==> src/rtl/uc_mem_pkg.sv <==
// Shared definitions for the uCode memory arbiter: state encoding and default widths.
package uc_mem_pkg;

    typedef enum logic [0:0] {
        ST_NORMAL = 1'b0,
        ST_LOCKED = 1'b1
    } arb_state_e;

    localparam int DEF_DATA_SZ    = 16;
    localparam int DEF_ADDR_SZ    = 10;
    localparam int DEF_STARVE_MAX = 8;

endpackage

==> src/rtl/uc_mem_arb.sv <==
// uCode memory arbiter: CPU and host share one single-port BRAM.
// The CPU has priority. The host can lock the memory for burst loads.
// Optional macro STARVE_GUARD_EN adds a starvation counter. When the counter
// reaches STARVE_MAX, the host wins the next contested cycle.
module uc_mem_arb
    import uc_mem_pkg::*;
#(
    parameter int DATA_SZ    = DEF_DATA_SZ,
    parameter int ADDR_SZ    = DEF_ADDR_SZ,
    parameter int STARVE_MAX = DEF_STARVE_MAX
) (
    input  logic               i_clk,
    input  logic               i_rst_n,
    input  logic               i_c_req,
    input  logic               i_c_wr,
    input  logic [ADDR_SZ-1:0] i_c_addr,
    input  logic [DATA_SZ-1:0] i_c_wdata,
    output logic               o_c_gnt,
    output logic               o_c_rvalid,
    input  logic               i_h_req,
    input  logic               i_h_wr,
    input  logic [ADDR_SZ-1:0] i_h_addr,
    input  logic [DATA_SZ-1:0] i_h_wdata,
    input  logic               i_h_lock,
    output logic               o_h_gnt,
    output logic               o_h_rvalid,
    output logic [DATA_SZ-1:0] o_rdata,
    output logic               o_mem_wr,
    output logic [ADDR_SZ-1:0] o_mem_addr,
    output logic [DATA_SZ-1:0] o_mem_wdata,
    input  logic [DATA_SZ-1:0] i_mem_rdata
);

    arb_state_e         state_q, state_d;
    logic               c_gnt, h_gnt;
    logic               host_force;
    logic               c_rvalid_q, h_rvalid_q;
    logic [ADDR_SZ-1:0] addr_q, addr_d;
    logic [DATA_SZ-1:0] wdata_q, wdata_d;

`ifdef STARVE_GUARD_EN
    // Width covers 0..STARVE_MAX inclusive and is never zero.
    localparam int CNT_W = $clog2(STARVE_MAX + 2);

    logic [CNT_W-1:0] starve_q, starve_d;

    // Count host denials in NORMAL, saturate at STARVE_MAX, clear on any host grant.
    always_comb begin
        starve_d   = starve_q;
        host_force = (starve_q == CNT_W'(STARVE_MAX));
        if (h_gnt) begin
            starve_d = '0;
        end else if ((state_q == ST_NORMAL) && i_h_req && !host_force) begin
            starve_d = starve_q + 1'b1;
        end
    end

    // Starvation counter register.
    always_ff @(posedge i_clk or negedge i_rst_n) begin
        if (!i_rst_n) starve_q <= '0;
        else          starve_q <= starve_d;
    end
`else
    logic [31:0] unused_starve_max;
    assign unused_starve_max = 32'(STARVE_MAX);
    assign host_force        = 1'b0;
`endif

    // Grant decision and lock state transitions.
    always_comb begin
        c_gnt   = 1'b0;
        h_gnt   = 1'b0;
        state_d = state_q;
        case (state_q)
            ST_NORMAL: begin
                if (host_force && i_h_req) begin
                    h_gnt = 1'b1;
                end else begin
                    c_gnt = i_c_req;
                    h_gnt = i_h_req && !i_c_req;
                end
                if (h_gnt && i_h_lock) state_d = ST_LOCKED;
            end
            ST_LOCKED: begin
                // Releasing the lock with a request pending still serves the host this cycle.
                h_gnt = i_h_req;
                if (!i_h_lock) state_d = ST_NORMAL;
            end
            default: state_d = ST_NORMAL;
        endcase
    end

    // Memory port mux. Address and data hold their last value when no request is granted.
    always_comb begin
        o_mem_wr = 1'b0;
        addr_d   = addr_q;
        wdata_d  = wdata_q;
        if (c_gnt) begin
            o_mem_wr = i_c_wr;
            addr_d   = i_c_addr;
            wdata_d  = i_c_wdata;
        end else if (h_gnt) begin
            o_mem_wr = i_h_wr;
            addr_d   = i_h_addr;
            wdata_d  = i_h_wdata;
        end
    end

    // State, held port values and read-valid pipeline.
    always_ff @(posedge i_clk or negedge i_rst_n) begin
        if (!i_rst_n) begin
            state_q    <= ST_NORMAL;
            addr_q     <= '0;
            wdata_q    <= '0;
            c_rvalid_q <= 1'b0;
            h_rvalid_q <= 1'b0;
        end else begin
            state_q    <= state_d;
            addr_q     <= addr_d;
            wdata_q    <= wdata_d;
            c_rvalid_q <= c_gnt && !i_c_wr;
            h_rvalid_q <= h_gnt && !i_h_wr;
        end
    end

    assign o_c_gnt     = c_gnt;
    assign o_h_gnt     = h_gnt;
    assign o_c_rvalid  = c_rvalid_q;
    assign o_h_rvalid  = h_rvalid_q;
    assign o_mem_addr  = addr_d;
    assign o_mem_wdata = wdata_d;
    assign o_rdata     = i_mem_rdata;

endmodule

==> config.mk <==
export PLATFORM = sky130hd
export DESIGN_NAME = uc_mem_arb
export DESIGN_NICKNAME = d
export VERILOG_FILES = /design/src/rtl/uc_mem_pkg.sv /design/src/rtl/uc_mem_arb.sv
export SDC_FILE = /design/constraint.sdc
export NUM_CORES = 1
export LEC_CHECK = 0
export BUFFER_PORTS_ARGS = -buffer_cell sky130_fd_sc_hd__buf_2
export CORE_MARGIN = 1.5
export CORE_UTILIZATION = 41
export CTS_CLUSTER_DIAMETER = 50
export DETAILED_ROUTE_END_ITERATION = 12
export PLACE_DENSITY = 0.8
export REMOVE_ABC_BUFFERS = 1
export SETUP_SLACK_MARGIN = 0.2
export SYNTH_ARGS = -nofsm -noshare
export SYNTH_HDL_FRONTEND = slang
export SYNTH_SLANG_ARGS = --single-unit
==> constraint.sdc <==
create_clock -name i_clk -period 1.7 [get_ports i_clk]
set_input_delay 0.17 -clock i_clk [delete_from_list [all_inputs] [get_ports i_clk]]
set_output_delay 0.17 -clock i_clk [all_outputs]
set_load 0.01 [all_outputs]
* Word level (Yosys, flattened, before mapping)
Index checks and enable logic that the tools add are counted.
Word-level totals: register bits 29, input port bits 75, output and inout bits 47, logic and storage cells 25
Cells by class: muxes and demuxes 12, bitwise gates (word level) 1, reduce and logical (&&, ||, !) cells 7
Operator list (number):
- two-way mux 16 bit | 2
- two-way mux 10 bit | 2
- two-way mux 1 bit | 6
- logical AND 1 bit | 4
- one-hot mux 1 bit (2 select lines) | 2
- logical NOT 1 bit | 3
- inverter 1 bit | 1

* Depth between registers and ports, before layout
Gate-level depths: netlist of run 1.
depth after elaboration 6, mapped depth 5, gate-level depth less buffers 3

* Worst setup path before layout of run 1
No wires, ideal clock.
path kind reg-to-output, start point reg state_q, end point out o_mem_wr, arrival 1.118 ns, required time 1.530 ns, setup slack 0.412 ns, cell stages (with the launch flop) 6, buffers on the path 2, cells stage by stage dfrtp_1 nand2b_4 buf_12 buf_12 inv_1 o21ai_0
Between the ends: elaborated cells between the ends (all ways) 5, classes of those cells 4 x mux; 1 x bitwise
RTL lines:
- from (decl) | RTL line uc_mem_arb.sv:34 | arb_state_e state_q, state_d;
- from (signal assigned) | RTL line uc_mem_arb.sv:118 | state_q <= state_d;
- two-way mux 1 bit | RTL line uc_mem_arb.sv:74 | case (state_q)
- net o_c_gnt | RTL line uc_mem_arb.sv:18 | output logic o_c_gnt,
- two-way mux 1 bit | RTL line uc_mem_arb.sv:98 | if (c_gnt) begin
- to (decl) | RTL line uc_mem_arb.sv:28 | output logic o_mem_wr,
The timed path passes the listed nets, and every way through them passes these cells.

* Final worst setup path of run 1
start point reg state_q, end point out o_mem_wdata[1]
Between the ends: longest elaborated chain between the ends 4, elaborated cells between the ends (all ways) 5, classes of those cells 4 x mux; 1 x bitwise
RTL lines:
- inverter 1 bit
- one-hot mux 1 bit (2 select lines) | RTL line uc_mem_arb.sv:74
- two-way mux 16 bit | RTL line uc_mem_arb.sv:102 | end else if (h_gnt) begin
- two-way mux 16 bit * | RTL line uc_mem_arb.sv:98
- to (decl) | RTL line uc_mem_arb.sv:30 | output logic [DATA_SZ-1:0] o_mem_wdata,
Mark *: on every way between the ends. The rest lies on a longest branch, timed or not.

==> metrics.md, run 1 <==
| Metric | Value |
|---|---|
| Outcome | `finished, final reports clean` |
| DP Area | `2110 µm²` |
| Most numerous cell in the Yosys netlist | `mux2_4` |
| Crit path buf inv count | `1` |
| Total wire length | `4520 µm` |
| GRT overflow | `0` |
| I/O Buffers | `89` |
| Area delta synth->final | `38.9%` |
| Post-Syn Area | `1770 µm²` |
| Initial antenna violation count | `0` |
| DIE AREA | `4730 µm²` |
| Period minus WS final | `1.62 ns` |
| Hold Fails Final Rpt | `0` |
| Setup Crit Path Kind | `flip-flop to primary output` |
| Crit end category | `primary output` |
| Clk root buf | `clkbuf_8` |
| VDD IR-drop max | `0.520 mV` |
| Top Metal Used | `met4` |
| Min-Delay Endpoint | `o_c_rvalid` |
| Top cell type's share of synthesized area | `0.440` |
| Reg area | `726 µm²` |
| Post-synth top flop | `dfrtp_1` |
| Via Count | `1214` |
| Ranking of synthesized cells by area | `mux2_4 (44%), dfrtp_1 (41%), buf_4 (7.2%)` |
| Post-route setup TNS | `0 ns` |
| Worst path depth | `3` |
| Total track usage | `0.204` |
| Die height | `68.8 µm` |
| Crit path cell chain | `nand2b_4 -> mux2_4 -> buf_6` |
| Post-Syn Instances | `113` |
| Post-synth EDFFs | `0` |
| First-pass GRT wire length | `6650 µm` |
| Worst Path Max Fanout | `8` |
| Worst setup margin | `0.0798 ns` |
| Vias/cell | `4.82` |
| GPL Wtd Cong | `0.716` |
| Part of the cycle the worst path needs | `0.953` |
| CTS Buf Count | `5` |
| Vias in the first global route | `1333` |
| FF+latch count, synth | `29` |
| CTS tree | `done` |
| Slew Limit Fails | `0` |
| Area occupied by multi-input gates | `885 µm²` |
| Power density cells | `832 nW/µm²` |
| DR WL met3 | `522 µm` |
| Actual slew at the worst max-slew pin | `0.670 ns` |
| HPWL Detailed | `2910 µm` |
| Hold path cells | `2` |
| Initial DRT Pass Iterations | `3` |
| Largest net degree at the start of global routing | `30` |
| Synth cell count leaders | `mux2_4 (52), dfrtp_1 (29), buf_4 (17), buf_6 (3), buf_12 (2)` |
| Starting density of the core | `0.434` |
| Core area | `4090 µm²` |
| ANT cells | `0` |
| Min-delay src | `i_c_wr` |
| CTS H-tree depth | `2` |
| Synth Warn # | `0` |
| Leak | `1.34 nW` |
| Post-layout net count | `276` |
| Final antenna-violating net count | `0` |
| Yosys top cell by area | `mux2_4` |
| Met1 Routed Length | `1790 µm` |
| Detailed-route DRC error count | `0` |
| Unique cell type count in the Yosys netlist | `15` |
| Critical-path top delay cell | `dfrtp_1` |
| Design area | `2460 µm²` |
| Relative slew margins | `0.554` |
| FF-to-FF path depth | `3` |
| Asr flop ratio synth | `1.00` |
| Rows | `23` |
| Register area share after synthesis | `0.409` |
| Total of max-cap violations | `0` |
| Max Clk Rate | `0.617 GHz` |
| Num ports | `122` |
| Wirelength per Cell | `17.9 µm` |
| Critical path arrival | `1.45 ns` |
| Clk sink count | `29` |
| Reg-to-reg endpoint | `wdata_q[2]` |
| Worst setup SP type | `flip-flop` |
| Share of layout cells above drive strength 1 | `0.807` |
| Pre-CTS worst setup slack | `0.176 ns` |
| CTS max path bufs | `2` |
| Critical Path Max Stage Delay | `0.43 ns` |
| RSZ-0062 raised after global routing | `yes` |
| Reg clk slew, reported paths | `0.06 ns` |
| Crit path max-delay family | `flip-flops` |
| WL met2 | `2180 µm` |
| Crit path required time | `1.53 ns` |
| Synthesized area per cell | `15.7 µm²` |
| Worst R2R Start | `state_q` |
| Final setup violation count | `0` |
| DRT iter0 DRCs | `33` |
| Final clock skew | `0.00427 ns` |
| Worst-skew pair later-pin latency | `0.27 ns` |
| R2R Setup Slk | `0.42 ns` |
| HP Class | `input pin to flip-flop` |
| Core Util, Final | `0.603` |
| Die Wd | `68.8 µm` |
| Filler cell count | `315` |
-- registers in the layout, indices dropped and copies added (netlist names) --
register / cells
addr_q: 10
o_c_rvalid: 1
o_h_rvalid: 1
state_q: 1
wdata_q: 16
-- placed cells by master (no fill, tap or decap), drive strengths merged --
cell and count:
buf 99, mux2 52, dfrtp 29, clkbuf 6, nand2b 4, clkinv 2
inv 1, and2 1, nor3b 1, nand2 1, nand3b 1, o21ai 1
and2b 1, o21a 1, nor2 1, dlygate4sd3 1
-- where the power goes --
group	internal (mW)	switching (mW)
Combinational	0.457	0.255
Sequential	0.770	0.0271
Clock	0.283	0.259
-- cell families after synthesis --
logic type             synth area share
buffers and inverters             0.116
muxes                             0.440
DFF                               0.409
and+or+nand+nor                  0.0282
AOI/OAI and AO/OA               0.00705
-- worst max-delay path by stage --
stage / from / end / slack (ns)
2_1_floorplan: state_q / o_mem_wr / 0.30
3_3_place_gp: state_q / o_mem_addr[1] / 0.20
3_5_place_dp: state_q / o_mem_wdata[2] / 0.18
4_1_cts: state_q / o_mem_wdata[4] / 0.08
5_1_grt: state_q / o_mem_wdata[1] / 0.01
6_report: state_q / o_mem_wdata[1] / 0.08
-- layer usage --
layer | GRT usage | vias up
met5 | 0 | -
met1 | 0.234 | 575
met2 | 0.313 | 83
li1 | - | 554
met4 | 0.0809 | 0
met3 | 0.115 | 2
-- final cells by class --
| type | instances | share of cell area |
|---|---|---|
| multi-input cells | 64 | 0.359 |
| clock inverters | 2 | 0.00406 |
| flip-flops and latches | 29 | 0.294 |
| repair buffers | 100 | 0.286 |
| well taps | 50 | 0.0254 |
| inverters | 1 | 0.00152 |
| clock buffers | 6 | 0.0294 |
-- through the flow --
step                      total power, mW  hold WS, ns  cells
after floorplan                      1.14       -0.126     91
after global placement               1.35        0.253    232
after detailed placement             1.36        0.247    232
after CTS                            2.06       0.0467    248
after global routing                 2.17       0.0507    252
final                                2.05       0.0576    252
-- timing repair --
item | in CTS | in global routing
buffers inserted | 4 | 4
hold endpoints to repair | 29 | 0
resized for setup | 30 | 1
pin swaps | 0 | 1
hold buffers | 1 | 0
setup endpoints to repair | 29 | 27
gates cloned | 3 | 0
(Power assumes the default switching activity.)
==> inputs of run 2 (changes only) <==
Settings changed: CORE_UTILIZATION 41 to 45, PLACE_DENSITY 0.8 to 0.86.
Clock period 1.7 ns to 2 ns, I/O delays scaled along.
==> run 2 against run 1 <==
Effect of this change: wire length is 9.9% lower; combinational power fell by 34%; sequential share of layout area increased by 3.0 points; sequential power shrank 15%; critical path type unchanged; critical endpoint is now o_mem_wdata[4].
==> metrics.md, run 2 (synthesized netlist as in run 1, its figures left out) <==
| Metric | Value |
|---|---|
| Outcome | `finished, final reports clean` |
| Worst Path Max Fanout | `15 (+7)` |
| Max Clk Rate | `0.593 GHz` |
| Share of layout cells above drive strength 1 | `0.791 (-0.0164)` |
| Relative slew margins | `0.574 (+0.0206)` |
| Slew Limit Fails | `0 (unchanged)` |
| Min-delay src | `i_c_wr` |
| Core area | `3720 µm² (-9.1%)` |
| Min-Delay Endpoint | `o_c_rvalid` |
| Reg clk slew, reported paths | `0.06 ns (about the same)` |
| WHS | `0.0987 ns (+0.0411 ns)` |
| Crit end category | `primary output` |
| DRT iter0 DRCs | `31 (-6.1%)` |
| VDD IR-drop max | `0.527 mV (+1.3%)` |
| HPWL Detailed | `2950 µm (+1.3%)` |
| Initial antenna violation count | `0 (unchanged)` |
| Placed cell count | `229 (-1.3%)` |
| Wirelength per Cell | `17.0 µm (-5.0%)` |
| Post-CTS Setup Bufs | `0 (-4)` |
| Vias/cell | `4.81 (-0.12%)` |
| Detailed-route DRC error count | `0 (unchanged)` |
| First-pass GRT wire length | `5910 µm (-11%)` |
| Vias in the first global route | `1195 (-10%)` |
| Power density cells | `786 nW/µm² (-5.6%)` |
| Worst-skew pair later-pin latency | `0.27 ns (about the same)` |
| FF-to-FF path depth | `2 (-1)` |
| Setup Crit Path Kind | `flip-flop to primary output` |
| Clk root buf | `clkbuf_8` |
| GPL Wtd Cong | `0.739 (+3.1%)` |
| Design area | `2240 µm² (-9.2%)` |
| HP Class | `input pin to flip-flop` |
| Total of max-cap violations | `0 (unchanged)` |
| Final setup violation count | `0 (unchanged)` |
| Rows | `22 (-4.3%)` |
| RSZ-0062 raised after global routing | `no` |
| CTS max path bufs | `2 (unchanged)` |
| Met1 Resource Use GR | `0.217 (-0.0168)` |
| Post-route setup TNS | `0 ns (unchanged)` |
| Filler cell count | `313 (-0.63%)` |
| Pre-CTS worst setup slack | `0.462 ns (+0.286 ns)` |
| Largest net degree at the start of global routing | `31 (+3.3%)` |
| Most frequent cells in the layout | `buf_2 (89), mux2_4 (52), dfrtp_1 (29)` |
| Total wire length | `4070 µm (-9.9%)` |
| Critical path arrival | `1.49 ns (+0.04 ns)` |
| Starting density of the core | `0.477 (+0.0433)` |
| Actual slew at the worst max-slew pin | `0.639 ns (-0.0309 ns)` |
| Area occupied by multi-input gates | `857 µm² (-3.1%)` |
| Die Wd | `65.8 µm (-4.3%)` |
| Area delta synth->final | `26.2%` |
| Num ports | `122 (unchanged)` |
| Post-layout net count | `265 (-4.0%)` |
| Hold Fails Final Rpt | `0 (unchanged)` |
| Commonest non-fill, non-tap cell in the layout | `buf_2` |
| Busiest grt layer | `met2` |
| CTS Buf Count | `5 (unchanged)` |
| Worst R2R Start | `state_q` |
| M2 GR Usage | `0.301 (-0.0120)` |
| GRT met3 Usage | `0.116 (+0.000584)` |
| ANT cells | `0 (unchanged)` |
| CTS H-tree depth | `2 (unchanged)` |
| CTS tree | `done` |
| Worst setup SP type | `flip-flop` |
| Via Count | `1150 (-5.3%)` |
| Final clock skew | `0.00583 ns (+0.00155 ns)` |
| Total track usage | `0.197 (-0.00649)` |
| Leak | `1.24 nW (-7.1%)` |
| Reg area | `726 µm² (unchanged)` |
| I/O Buffers | `89 (unchanged)` |
| Largest register FFs | `16 (unchanged)` |
| Reg-to-reg endpoint | `addr_q[2]` |
| DP Area | `2100 µm² (-0.47%)` |
| Largest regs | `wdata_q x16, addr_q x10` |
| Largest Register | `wdata_q` |
| Period minus WS final | `1.69 ns` |
| Crit path required time | `1.80 ns (+0.27 ns)` |
| Part of the cycle the worst path needs | `0.843` |
| R2R Setup Slk | `0.80 ns (+0.38 ns)` |
| Final antenna-violating net count | `0 (unchanged)` |
| Hold path cells | `2 (unchanged)` |
| Initial DRT Pass Iterations | `4 (+1)` |
| GRT overflow | `0 (unchanged)` |
| Die height | `65.8 µm (-4.3%)` |
| Worst setup margin | `0.313 ns (+0.234 ns)` |
| Finished Layout Cells | `239 (-5.2%)` |
| Clk sink count | `29 (unchanged)` |
| DIE AREA | `4330 µm² (-8.5%)` |
==> run 2: changes by cell type in the layout (fill, tap and decap cells not counted), sizes merged <==
cell	previous run	this run
nand2b	4	2
buf	99	90
bufinv	0	1
clkbuf	6	7
clkinv	2	0
==> run 2: final cells by class <==
class / count / area share
multi-input combinational: 62 / 0.383
sequential: 29 / 0.324
timing repair buffer: 91 / 0.212
clock buffer: 7 / 0.0386
tap: 48 / 0.0268
clock inverter: 1 / 0.0134
inverter: 1 / 0.00168
==> run 2: critical path, cell delays in order, from the launching register on <==
cell,delay (ns)
dfrtp_1,0.40
nand2b_4,0.30
mux2_4,0.37
buf_2,0.14
==> run 2: timing repair <==
action                                  4_1_cts  5_1_grt
hold buffers                                  1        0
hold endpoints to repair                     29        0
endpoints found under the setup margin       27        0
gates resized for setup                       1        0
==> run 2: stage by stage <==
stage	total power, mW	util
floorplan	0.969	-
global placement	1.14	0.565
detailed placement	1.15	0.565
CTS	1.79	0.602
global route	1.85	0.602
finish	1.76	0.602
==> run 2: worst max path at each step <==
stage | startpoint | to | depth (start not counted)
5_1_grt | state_q | o_mem_addr[2] | 3
3_3_place_gp | state_q | o_mem_addr[2] | 3
3_5_place_dp | state_q | o_mem_wdata[4] | 3
2_1_floorplan | state_q | o_mem_wr | 3
6_report | state_q | o_mem_wdata[4] | 3
4_1_cts | state_q | o_mem_wdata[4] | 3
==> run 2: where the power goes <==
group	internal [mW]	switching, mW
clock network	0.405	0.206
logic	0.285	0.186
registers	0.655	0.0218
==> run 2: per-layer routing <==
metal  wire length (µm)  share of wire
met5                 54          0.013
met4                 59          0.014
met3                503           0.12
met2               1850           0.46
met1               1600           0.39
